==> config.mk <==
export PLATFORM = sky130hd
export DESIGN_NAME = ad_div_seq_flat
export DESIGN_NICKNAME = d
export VERILOG_FILES = /design/src/rtl/ad_div_pkg.sv /design/src/rtl/ad_div_seq_if.sv /design/src/rtl/ad_div_step.sv /design/src/rtl/ad_div_seq.sv /design/src/flat_wrapper.sv
export SDC_FILE = /design/constraint.sdc
export NUM_CORES = 1
export LEC_CHECK = 0
export CAP_MARGIN = 10
export CORE_MARGIN = 2
export CORE_UTILIZATION = 60
export CTS_CLUSTER_DIAMETER = 80
export DETAILED_ROUTE_END_ITERATION = 8
export DONT_BUFFER_PORTS = 1
export GPL_ROUTABILITY_DRIVEN = 0
export GPL_TIMING_DRIVEN = 0
export HOLD_SLACK_MARGIN = 0.08
export PLACE_DENSITY = 0.76
export SLEW_MARGIN = 20
export SYNTH_ARGS = -nofsm -noshare
export SYNTH_HDL_FRONTEND = slang
export SYNTH_HIERARCHICAL = 1
export SYNTH_SLANG_ARGS = --single-unit
export TNS_END_PERCENT = 10
==> constraint.sdc <==
create_clock -name clk -period 6.3 [get_ports clk]
set_input_delay 0.945 -clock clk [delete_from_list [all_inputs] [get_ports clk]]
set_output_delay 0.945 -clock clk [all_outputs]
set_load 0.03 [all_outputs]
==> src/rtl/ad_div_pkg.sv <==
// Shared definitions for the sequential signed divider (ad_div_seq).
package ad_div_pkg;

    // Default operand/result width.
    localparam int unsigned AD_DIV_N = 8;

    // Controller state encoding.
    typedef enum logic [1:0] {
        ST_IDLE = 2'd0,
        ST_DIV  = 2'd1,
        ST_FIX  = 2'd2,
        ST_DONE = 2'd3
    } ad_div_state_e;

    // Step-counter width: clog2(n), never narrower than one bit.
    function automatic int unsigned ad_div_cnt_w(input int unsigned n);
        int unsigned w;
        w = $clog2(n);
        return (w < 1) ? 1 : w;
    endfunction

    // Step-counter width for the default build.
    localparam int unsigned AD_DIV_CNT_W = ad_div_cnt_w(AD_DIV_N);

endpackage : ad_div_pkg

==> src/rtl/ad_div_seq_if.sv <==
// Start/done handshake and operand/result bus of the sequential divider.
interface ad_div_seq_if
    import ad_div_pkg::*;
#(
    parameter int unsigned N = AD_DIV_N
);
    logic         start;
    logic [N-1:0] dividend;
    logic [N-1:0] divisor;
    logic         busy;
    logic         done;
    logic [N-1:0] quotient;
    logic [N-1:0] remainder;
    logic         ovf;
    logic         dz;

    // Requester side (operation decoder / testbench).
    modport master (
        output start, dividend, divisor,
        input  busy, done, quotient, remainder, ovf, dz
    );

    // Divider side.
    modport slave (
        input  start, dividend, divisor,
        output busy, done, quotient, remainder, ovf, dz
    );
endinterface : ad_div_seq_if

==> src/rtl/ad_div_step.sv <==
// One restoring-division step: shift in a dividend bit, trial-subtract the
// divisor magnitude, keep the difference if non-negative, else restore.
module ad_div_step
    import ad_div_pkg::*;
#(
    parameter int unsigned N = AD_DIV_N
) (
    input  logic [N:0]   i_rem,
    input  logic         i_bit,
    input  logic [N-1:0] i_div,
    output logic [N:0]   o_rem_c,
    output logic         o_q_c
);
    logic [N+1:0] w_shift;
    logic [N+1:0] w_diff;

    // Shift and trial subtract; the extra top bit acts as the sign of the trial.
    assign w_shift = {i_rem, i_bit};
    assign w_diff  = w_shift - {2'b00, i_div};
    assign o_q_c   = ~w_diff[N+1];
    assign o_rem_c = o_q_c ? w_diff[N:0] : w_shift[N:0];

endmodule : ad_div_step

==> src/rtl/ad_div_seq.sv <==
// Sequential signed divider: magnitudes in, N restoring steps, sign fix-up,
// truncated quotient and remainder (remainder follows the dividend's sign).
// Optional feature macro: AD_DIV_ZERO_DETECT_EN (early divide-by-zero result).
module ad_div_seq
    import ad_div_pkg::*;
#(
    parameter int unsigned N = AD_DIV_N
) (
    input  logic         clk,
    input  logic         rst,
    ad_div_seq_if.slave  bus
);
    localparam int unsigned CNT_W   = ad_div_cnt_w(N);
    localparam logic [N-1:0] MIN_NEG = {1'b1, {(N-1){1'b0}}};

    ad_div_state_e    r_state;
    logic [CNT_W-1:0] r_cnt;
    logic [N:0]       r_rem;
    logic [N-1:0]     r_dvd;
    logic [N-1:0]     r_dsr;
    logic             r_sa;
    logic             r_sq;
    logic             r_ovf_pend;
    logic             r_busy;
    logic             r_done;
    logic [N-1:0]     r_quo;
    logic [N-1:0]     r_rmd;
    logic             r_ovf;
`ifdef AD_DIV_ZERO_DETECT_EN
    logic             r_zero;
    logic             r_dz;
`endif

    logic [N-1:0]     w_abs_a;
    logic [N-1:0]     w_abs_b;
    logic [N:0]       w_rem_nxt;
    logic             w_qbit;

    // Operand magnitudes; |-2^(N-1)| wraps to 2^(N-1), which is valid unsigned.
    assign w_abs_a = bus.dividend[N-1] ? (N'(0) - bus.dividend) : bus.dividend;
    assign w_abs_b = bus.divisor[N-1]  ? (N'(0) - bus.divisor)  : bus.divisor;

    // Single shared restoring step, fed from the top of the dividend register.
    ad_div_step #(.N(N)) u_step (
        .i_rem   (r_rem),
        .i_bit   (r_dvd[N-1]),
        .i_div   (r_dsr),
        .o_rem_c (w_rem_nxt),
        .o_q_c   (w_qbit)
    );

    // Controller FSM and datapath; quotient bits shift into the dividend register.
    always_ff @(posedge clk or posedge rst) begin
        if (rst) begin
            r_state    <= ST_IDLE;
            r_cnt      <= '0;
            r_rem      <= '0;
            r_dvd      <= '0;
            r_dsr      <= '0;
            r_sa       <= 1'b0;
            r_sq       <= 1'b0;
            r_ovf_pend <= 1'b0;
            r_busy     <= 1'b0;
            r_done     <= 1'b0;
            r_quo      <= '0;
            r_rmd      <= '0;
            r_ovf      <= 1'b0;
`ifdef AD_DIV_ZERO_DETECT_EN
            r_zero     <= 1'b0;
            r_dz       <= 1'b0;
`endif
        end else begin
            r_done <= 1'b0;
            case (r_state)
                ST_IDLE: begin
                    if (bus.start) begin
                        r_sa       <= bus.dividend[N-1];
                        r_sq       <= bus.dividend[N-1] ^ bus.divisor[N-1];
                        r_dvd      <= w_abs_a;
                        r_dsr      <= w_abs_b;
                        r_rem      <= '0;
                        r_cnt      <= '0;
                        r_ovf_pend <= (bus.dividend == MIN_NEG) && (bus.divisor == '1);
                        r_busy     <= 1'b1;
`ifdef AD_DIV_ZERO_DETECT_EN
                        // A zero divisor skips the steps; FIX emits the flagged result.
                        r_zero     <= (bus.divisor == '0);
                        r_state    <= (bus.divisor == '0) ? ST_FIX : ST_DIV;
`else
                        r_state    <= ST_DIV;
`endif
                    end
                end
                ST_DIV: begin
                    r_rem <= w_rem_nxt;
                    r_dvd <= {r_dvd[N-2:0], w_qbit};
                    if (r_cnt == CNT_W'(N - 1)) begin
                        r_state <= ST_FIX;
                    end else begin
                        r_cnt <= r_cnt + CNT_W'(1);
                    end
                end
                ST_FIX: begin
`ifdef AD_DIV_ZERO_DETECT_EN
                    if (r_zero) begin
                        // r_dvd still holds |dividend|; re-sign it to return the dividend.
                        r_quo <= '1;
                        r_rmd <= r_sa ? (N'(0) - r_dvd) : r_dvd;
                        r_ovf <= 1'b0;
                        r_dz  <= 1'b1;
                    end else begin
                        r_quo <= r_sq ? (N'(0) - r_dvd) : r_dvd;
                        r_rmd <= r_sa ? (N'(0) - r_rem[N-1:0]) : r_rem[N-1:0];
                        r_ovf <= r_ovf_pend;
                        r_dz  <= 1'b0;
                    end
`else
                    r_quo <= r_sq ? (N'(0) - r_dvd) : r_dvd;
                    r_rmd <= r_sa ? (N'(0) - r_rem[N-1:0]) : r_rem[N-1:0];
                    r_ovf <= r_ovf_pend;
`endif
                    r_done  <= 1'b1;
                    r_state <= ST_DONE;
                end
                ST_DONE: begin
                    r_busy  <= 1'b0;
                    r_state <= ST_IDLE;
                end
                default: begin
                    r_state <= ST_IDLE;
                end
            endcase
        end
    end

    assign bus.busy      = r_busy;
    assign bus.done      = r_done;
    assign bus.quotient  = r_quo;
    assign bus.remainder = r_rmd;
    assign bus.ovf       = r_ovf;
`ifdef AD_DIV_ZERO_DETECT_EN
    assign bus.dz        = r_dz;
`else
    assign bus.dz        = 1'b0;
`endif

endmodule : ad_div_seq

==> src/flat_wrapper.sv <==
// flat-port wrapper written by rule: the top's interface ports become plain ports
module ad_div_seq_flat import ad_div_pkg::*;
#(
    parameter int unsigned N = AD_DIV_N
)
  (clk, rst, bus_start, bus_dividend, bus_divisor, bus_busy, bus_done, bus_quotient, bus_remainder, bus_ovf, bus_dz);
  ad_div_seq_if #(.N(N)) bus_i ();
  input  logic clk;
  input  logic rst;
  input wire logic [$bits(bus_i.start)-1:0] bus_start;
  input wire logic [$bits(bus_i.dividend)-1:0] bus_dividend;
  input wire logic [$bits(bus_i.divisor)-1:0] bus_divisor;
  output wire logic [$bits(bus_i.busy)-1:0] bus_busy;
  output wire logic [$bits(bus_i.done)-1:0] bus_done;
  output wire logic [$bits(bus_i.quotient)-1:0] bus_quotient;
  output wire logic [$bits(bus_i.remainder)-1:0] bus_remainder;
  output wire logic [$bits(bus_i.ovf)-1:0] bus_ovf;
  output wire logic [$bits(bus_i.dz)-1:0] bus_dz;
  assign bus_i.start = bus_start;
  assign bus_i.dividend = bus_dividend;
  assign bus_i.divisor = bus_divisor;
  assign bus_busy = bus_i.busy;
  assign bus_done = bus_i.done;
  assign bus_quotient = bus_i.quotient;
  assign bus_remainder = bus_i.remainder;
  assign bus_ovf = bus_i.ovf;
  assign bus_dz = bus_i.dz;
  ad_div_seq #(.N(N)) u_core (.clk(clk), .rst(rst), .bus(bus_i));
endmodule
==> results.yml, run 1 <==
setup_path:
  critical_path_required_ns: 6.50
  crit_path_max_incr_delay_ns: 0.61
  critical_path_peak_fanout: 3
  critPathCaptureType: "flip-flop"
  arrival_ns: 2.80
  r2r_cells: 9
  worstPathBufferInverterCount: 1
  timing_worst_setup_path_type: "flip-flop to flip-flop"
  series_of_cell_instances_along_the_critical_path: "inv_1 -> ha_1 -> fa_1 -> nand2b_1 -> a2111oi_0 -> nor2_1 -> or4b_1 -> nand3_1 -> a22o_1"
  startpoint_type_of_the_worst_setup_path: "flip-flop"
  cpMaxStageDelayCell: "sky130_fd_sc_hd__a2111oi_0"
  path_delay_family: "compound AO/OA/AOI/OAI gates"
  critical_path_depth: 9
synthesis:
  ys_types: 62
  synth.top_cell.area_share_pct: 39.4
  yosys-top-cells-area: "sky130_fd_sc_hd__dfrtp_1 (39%), sky130_fd_sc_hd__ha_1 (7.2%), sky130_fd_sc_hd__xor2_1 (4.0%), sky130_fd_sc_hd__a21oi_1 (3.6%), sky130_fd_sc_hd__nand2_1 (3.4%)"
  synth.cell_area_sq_um: 3300
  asyncSetResetFlopFracSynth_pct: 100
  number_of_enable_flip_flop_cells_after_synthesis: 0
  dominantRegCellSynth: "sky130_fd_sc_hd__dfrtp_1"
  post_synth_most_frequent_cells: "sky130_fd_sc_hd__dfrtp_1 (52), sky130_fd_sc_hd__nand2_1 (30), sky130_fd_sc_hd__nor2_1 (28)"
  ys_seq_area_share_pct: 39.4
  syn_avg_cell_area_sq_um: 9.66
  synth-warning-count: 6
  netlist_instances: 342
  postSynthRegisterBits: 52
  yosysTopAreaCell: "sky130_fd_sc_hd__dfrtp_1"
  synthMostInstantiatedCell: "sky130_fd_sc_hd__dfrtp_1"
  synth.net_count: 381
pwr:
  power-per-cell-area_nw_per_um2: 579
  cellLeakagePower_uw: 0.00161
  worst_ir_drop_vdd_mv: 0.241
global_routing:
  groute.layer.met1.usage_pct: 29.4
  grt_first_pass_wirelength_mm: 10.6
  groute.layer.met3.usage_pct: 4.83
  vias_in_the_first_global_route: 2297
  grt_overflow: 0
  grt_max_degree: 36
  global_route.usage.total_pct: 21.9
  use_met2_pct: 35.2
  global_route_layer_with_the_greatest_usage: "met2"
  grt_antenna_before_repair: 0
routing:
  drt-total-wl_mm: 6.21
  dr.pass1.iters: 4
  drtIter0Drc: 138
  drcViolationCount: 0
  dr_total_vias: 2434
  via_per_inst: 5.75
  drt-wirelength-per-cell_um: 14.7
  ant_nets: 0
floorplan:
  core.rowCount: 27
  die-area_sq_um: 6120
  io-pin-count: 39
  overall_die_width_um: 78.2
  coreArea_sq_um: 5410
  starting_density_pct: 61.1
  die_y_um: 78.2
min_path:
  hp-class: "primary input to async pin"
sta:
  setup-violations-final: 0
  fin_ws_ns: 3.70
  final.period_utilization_pct: 41.2
  clock-skew-final_ns: 0.00912
  finalHoldViolations: 0
  holdWs_ns: 0.488
  grt_setup_unrepaired: "no"
  slew_viol_final: 0
  fin_crit_ns: 2.60
  tightest_slew_ns: 0.664
  max_freq_ghz: 0.385
  slew_headroom_pct: 54.6
  totalNegativeSetupSlack_ns: 0
clock_network:
  cts.sink_count: 52
  post_cts_hold_buffer_count: 0
  cts-buffers-inserted: 5
  max-clock-path-buffers: 2
  clock_insertion_delay_worst_skew_ns: 0.31
  htreeDepth: 2
  post_cts.resized_instances: 0
  cts_tree: "done"
  root_buffer: "sky130_fd_sc_hd__clkbuf_8"
  clkTransAtPathRegs_ns: 0.09
  cts_setup_buffers: 0
placed_design:
  dp.cells: 415
  pre_cts_ws_ns: 3.70
  detailedPlacementHpwl_mm: 4.82
  port_buffers: 0
outcome:
  status: "finished, final reports clean"
layout:
  antenna-diode-count: 0
  utilization_pct: 64.8
  area_delta_synth_final_pct: 5.98
  fraction_of_layout_cells_with_a_size_suffix_above_1_pct: 12.0
  instances_no_fill: 423
  design.final.nets: 389
flow_run:
  timing.max_cap.violations: 0
==> power breakdown <==
part | internal [uW] | leakage [uW] | switching [uW]
clock | 77.6 | 0.0000479 | 110
sequential | 482 | 0.000642 | 258
combinational | 537 | 0.000923 | 564
total | 1100 | 0.00161 | 932
==> sequential cells by signal, summed over array words and instances, names as in the netlist <==
name                  cells
u_core/r_dsr              8
u_core/bus.done           1
u_core/r_ovf_pend         1
u_core/r_state            2
u_core/bus.remainder      8
u_core/r_rem              9
u_core/r_dvd              8
u_core/r_sa               1
u_core/r_cnt              3
u_core/bus.ovf            1
u_core/bus.quotient       8
u_core/bus.busy           1
u_core/r_sq               1
==> worst register-to-register path: stages (launching register included) <==
cell,delay [ns]
sky130_fd_sc_hd__dfrtp_1,0.40
sky130_fd_sc_hd__inv_1,0.07
sky130_fd_sc_hd__ha_1,0.23
sky130_fd_sc_hd__fa_1,0.41
sky130_fd_sc_hd__nand2b_1,0.18
sky130_fd_sc_hd__a2111oi_0,0.61
sky130_fd_sc_hd__nor2_1,0.14
sky130_fd_sc_hd__or4b_1,0.19
sky130_fd_sc_hd__nand3_1,0.06
sky130_fd_sc_hd__a22o_1,0.19
==> through the flow <==
stage,total power (uW),cell area [sq um]
after detailed placement,1850,3410
final,2030,3500
after global routing,2210,3500
after global placement,1810,3390
after floorplan,1650,3300
after CTS,2040,3500
==> layout make-up <==
| type | count | area [sq um] |
|---|---|---|
| Buffer | 15 | 73.8 |
| Fill cell | 443 | 1900 |
| Sequential cell | 52 | 1300 |
| Clock inverter | 3 | 18.8 |
| Clock buffer | 5 | 68.8 |
| Multi-Input combinational cell | 253 | 1850 |
| Timing Repair Buffer | 1 | 20.0 |
| Tap cell | 72 | 90.1 |
| Inverter | 22 | 82.6 |
==> cells by family after synthesis <==
| kind of cell | after synthesis | share of synthesized area (%) |
|---|---|---|
| other | 1 | 0.113 |
| AO/OA/AOI/OAI | 87 | 18.5 |
| buffers and inverters | 37 | 4.73 |
| multiplexers | 22 | 7.65 |
| flip-flops | 52 | 39.4 |
| AND/OR/NAND/NOR | 96 | 14.7 |
| XOR/XNOR | 27 | 7.16 |
| adder cells (fa/ha/maj) | 20 | 7.80 |
==> path summary, 6_finish.rpt <==
check	end	slack (ns)	from
setup / recovery	u_core/r_rem[8]	3.70	u_core/r_dvd[7]
setup reg to reg	u_core/r_rem[8]	3.70	u_core/r_dvd[7]
hold / removal	u_core/bus.quotient[2]	0.49	rst
hold reg to reg	u_core/r_ovf_pend	0.49	u_core/r_ovf_pend
min in group clk	u_core/r_ovf_pend	0.49	u_core/r_ovf_pend
max in group asynchronous	u_core/r_rem[1]	5.31	rst
==> routing by layer <==
metal / vias up / wire, um / part of all wire, %
met2: 51 / 2930 / 47
met1: 1149 / 2920 / 47
li1: 1226 / - / -
met3: 8 / 268 / 4.3
met4: 0 / 97 / 1.6
met5: - / 0 / 0
==> cells in the final DEF (no fill, tap or decap), types with 5 or more instances in the layout <==
cell and n:
sky130_fd_sc_hd__a21oi_1 24, sky130_fd_sc_hd__a22o_1 11, sky130_fd_sc_hd__buf_2 5, sky130_fd_sc_hd__clkbuf_1 7, sky130_fd_sc_hd__clkbuf_8 5, sky130_fd_sc_hd__dfrtp_1 52, sky130_fd_sc_hd__ha_1 19, sky130_fd_sc_hd__inv_1 20
sky130_fd_sc_hd__mux2_2 5, sky130_fd_sc_hd__mux2_4 5, sky130_fd_sc_hd__mux2i_1 11, sky130_fd_sc_hd__nand2_1 30, sky130_fd_sc_hd__nand2b_1 5, sky130_fd_sc_hd__nor2_1 28, sky130_fd_sc_hd__nor2b_1 6, sky130_fd_sc_hd__nor3_1 7
sky130_fd_sc_hd__o21ai_1 19, sky130_fd_sc_hd__o31ai_1 5, sky130_fd_sc_hd__xnor2_1 12, sky130_fd_sc_hd__xor2_1 15
No activity file was read; power rests on OpenSTA's default activity.
==> run 2: changes to the inputs <==
CORE_UTILIZATION = 58   (was 60)
clock period = 2.3 ns   (was 6.3 ns; I/O delays follow)
==> results.yml, run 2 (same netlist as run 1, synthesis figures left out) <==
outcome:
  status: "finished, final reports clean"
floorplan:
  io-pin-count: 39
  die-area_sq_um: 6320
  overall_die_width_um: 79.5
  core.rowCount: 27
  starting_density_pct: 60.0
  die_y_um: 79.5
  coreArea_sq_um: 5510
setup_path:
  critical_path_required_ns: 2.50
  critPathCaptureType: "flip-flop"
  cpMaxStageDelayCell: "sky130_fd_sc_hd__fa_1"
  startpoint_type_of_the_worst_setup_path: "flip-flop"
  arrival_ns: 2.48
  crit_path_max_incr_delay_ns: 0.42
  path_delay_family: "adder cells"
  series_of_cell_instances_along_the_critical_path: "inv_2 -> ha_4 -> fa_1 -> nand2b_4 -> a21oi_2 -> a21boi_0 -> xnor2_1 -> mux2_4 -> a22o_1"
  timing_worst_setup_path_type: "flip-flop to flip-flop"
  worstReg2RegStart: "u_core/r_dvd[7]"
  r2r_end: "u_core/r_rem[6]"
  r2r_cells: 9
  worstPathBufferInverterCount: 1
  critical_path_peak_fanout: 3
  critical_path_depth: 9
  r2r_setup_slack_ns: 0.03
min_path:
  hold_depth: 2
  hold_path.startpoint: "bus_divisor[4]"
  hold_end: "u_core/r_ovf_pend"
  hp-class: "primary input to flip-flop"
routing:
  dr.pass1.iters: 4
  drcViolationCount: 0
  dr_total_vias: 2548
  ant_nets: 0
  drt-wirelength-per-cell_um: 16.0
  drtIter0Drc: 85
  via_per_inst: 5.79
  drt-total-wl_mm: 7.06
clock_network:
  cts_tree: "done"
  clkTransAtPathRegs_ns: 0.09
  root_buffer: "sky130_fd_sc_hd__clkbuf_8"
  clock_insertion_delay_worst_skew_ns: 0.31
  max-clock-path-buffers: 2
  cts.sink_count: 52
  cts-buffers-inserted: 5
  htreeDepth: 2
layout:
  register_containing_the_most_flip_flops_in_the_final_layout: "u_core/r_rem"
  mostFrequentLayoutCell: "sky130_fd_sc_hd__dfrtp_1"
  commonest_cells_after_routing_fill_and_taps_aside: "sky130_fd_sc_hd__dfrtp_1 (46), sky130_fd_sc_hd__nand2_1 (30), sky130_fd_sc_hd__nor2_1 (26), sky130_fd_sc_hd__a21oi_1 (22), sky130_fd_sc_hd__o21ai_1 (19)"
  multi_input_area_sq_um: 2000
  seqCellArea_sq_um: 1310
  largest_reg_flops: 9
  instances_no_fill: 440
  antenna-diode-count: 0
  design.final.nets: 406
  filler_cell_count: 410
  utilization_pct: 68.9
  area_delta_synth_final_pct: 14.8
  fraction_of_layout_cells_with_a_size_suffix_above_1_pct: 21.5
pwr:
  p_comb_share_pct: 58.3
  p_switching_uw: 2840
  p_int_uw: 3350
  sw_frac_of_total_pct: 46.0
  sequential_group_share_of_total_power_pct: 33.2
  cellLeakagePower_uw: 0.00170
  power-per-cell-area_nw_per_um2: 1630
  worst_ir_drop_vdd_mv: 0.789
  clkPwrFrac_pct: 8.5
sta:
  finalHoldViolations: 0
  slew_headroom_pct: 60.0
  tightest_slew_ns: 0.600
  clock-skew-final_ns: 0.00284
  setup-violations-final: 0
  fin_crit_ns: 2.27
  max_freq_ghz: 0.440
  holdWs_ns: 0.195
  slew_viol_final: 0
  final.period_utilization_pct: 98.8
flow_run:
  timing.max_cap.violations: 0
global_routing:
  grt_overflow: 0
  grt_first_pass_wirelength_mm: 11.1
  grt_max_degree: 36
  vias_in_the_first_global_route: 2422
  global_route.usage.total_pct: 22.3
  grt_antenna_before_repair: 0
placed_design:
  port_buffers: 0
  dp.cells: 415
  detailedPlacementHpwl_mm: 4.89
run 2: cell types whose count changed in the layout (fill, tap and decap cells not counted), sizes merged:
cell,previous run,this run
dlygate4sd3,0,1
clkbuf,12,13
clkinvlp,0,1
buf,9,25
clkinv,3,1
run 2: layout make-up:
cell class,count,share of cell area (%)
Multi-Input combinational cell,253,52.7
Clock inverter,2,0.429
Sequential cell,52,34.5
Timing Repair Buffer,18,3.96
Tap cell,72,2.38
Buffer,15,1.95
Clock buffer,6,1.91
Inverter,22,2.18
run 2: worst max-delay path by stage:
stage | startpoint | to | slack, ns
6_report | u_core/r_dvd[7] | u_core/r_rem[6] | 0.03
5_1_grt | u_core/r_rem[0] | u_core/r_rem[4] | -0.02
4_1_cts | u_core/r_dvd[7] | u_core/r_rem[8] | -0.03
3_5_place_dp | u_core/r_dvd[7] | u_core/r_rem[8] | -0.28
3_3_place_gp | u_core/r_dvd[7] | u_core/r_rem[8] | -0.24
2_1_floorplan | u_core/r_dvd[7] | u_core/r_rem[8] | 0.03
run 2: through the flow:
stage	power, uW	cell area [sq um]	worst slack (ns)	setup TNS [ns]
floorplan	4520	3300	0.0325	0
global placement	4940	3390	-0.240	-0.724
detailed placement	5080	3410	-0.277	-1.04
CTS	5760	3590	-0.0317	-0.0563
global route	6650	3790	-0.0153	-0.0575
finish	6190	3790	0.0278	0
run 2: power by group through the flow:
stage,sequential (uW),combinational (uW),clock (uW)
floorplan,1940,2580,0
global placement,2030,2920,0
detailed placement,2050,3030,0
CTS,2060,3170,534
global route,2120,3960,567
finish,2050,3610,526
run 2: layer usage:
| layer | GRT usage (%) | part of all wire, % | vias to the layer above |
|---|---|---|---|
| li1 | - | - | 1244 |
| met1 | 29.6 | 45 | 1232 |
| met2 | 36.6 | 48 | 58 |
| met3 | 4.98 | 4.8 | 14 |
| met4 | 6.55 | 1.9 | 0 |
| met5 | 0 | 0 | - |
run 2: repair_timing:
item / 4_1_cts / 5_1_grt
endpoints found under the setup margin: 6 / 6
pin swaps: 2 / 7
endpoints found under the hold margin: 17 / 0
setup buffers: 0 / 16
resized for setup: 15 / 14
cloned: 0 / 0
hold buffers: 1 / 0
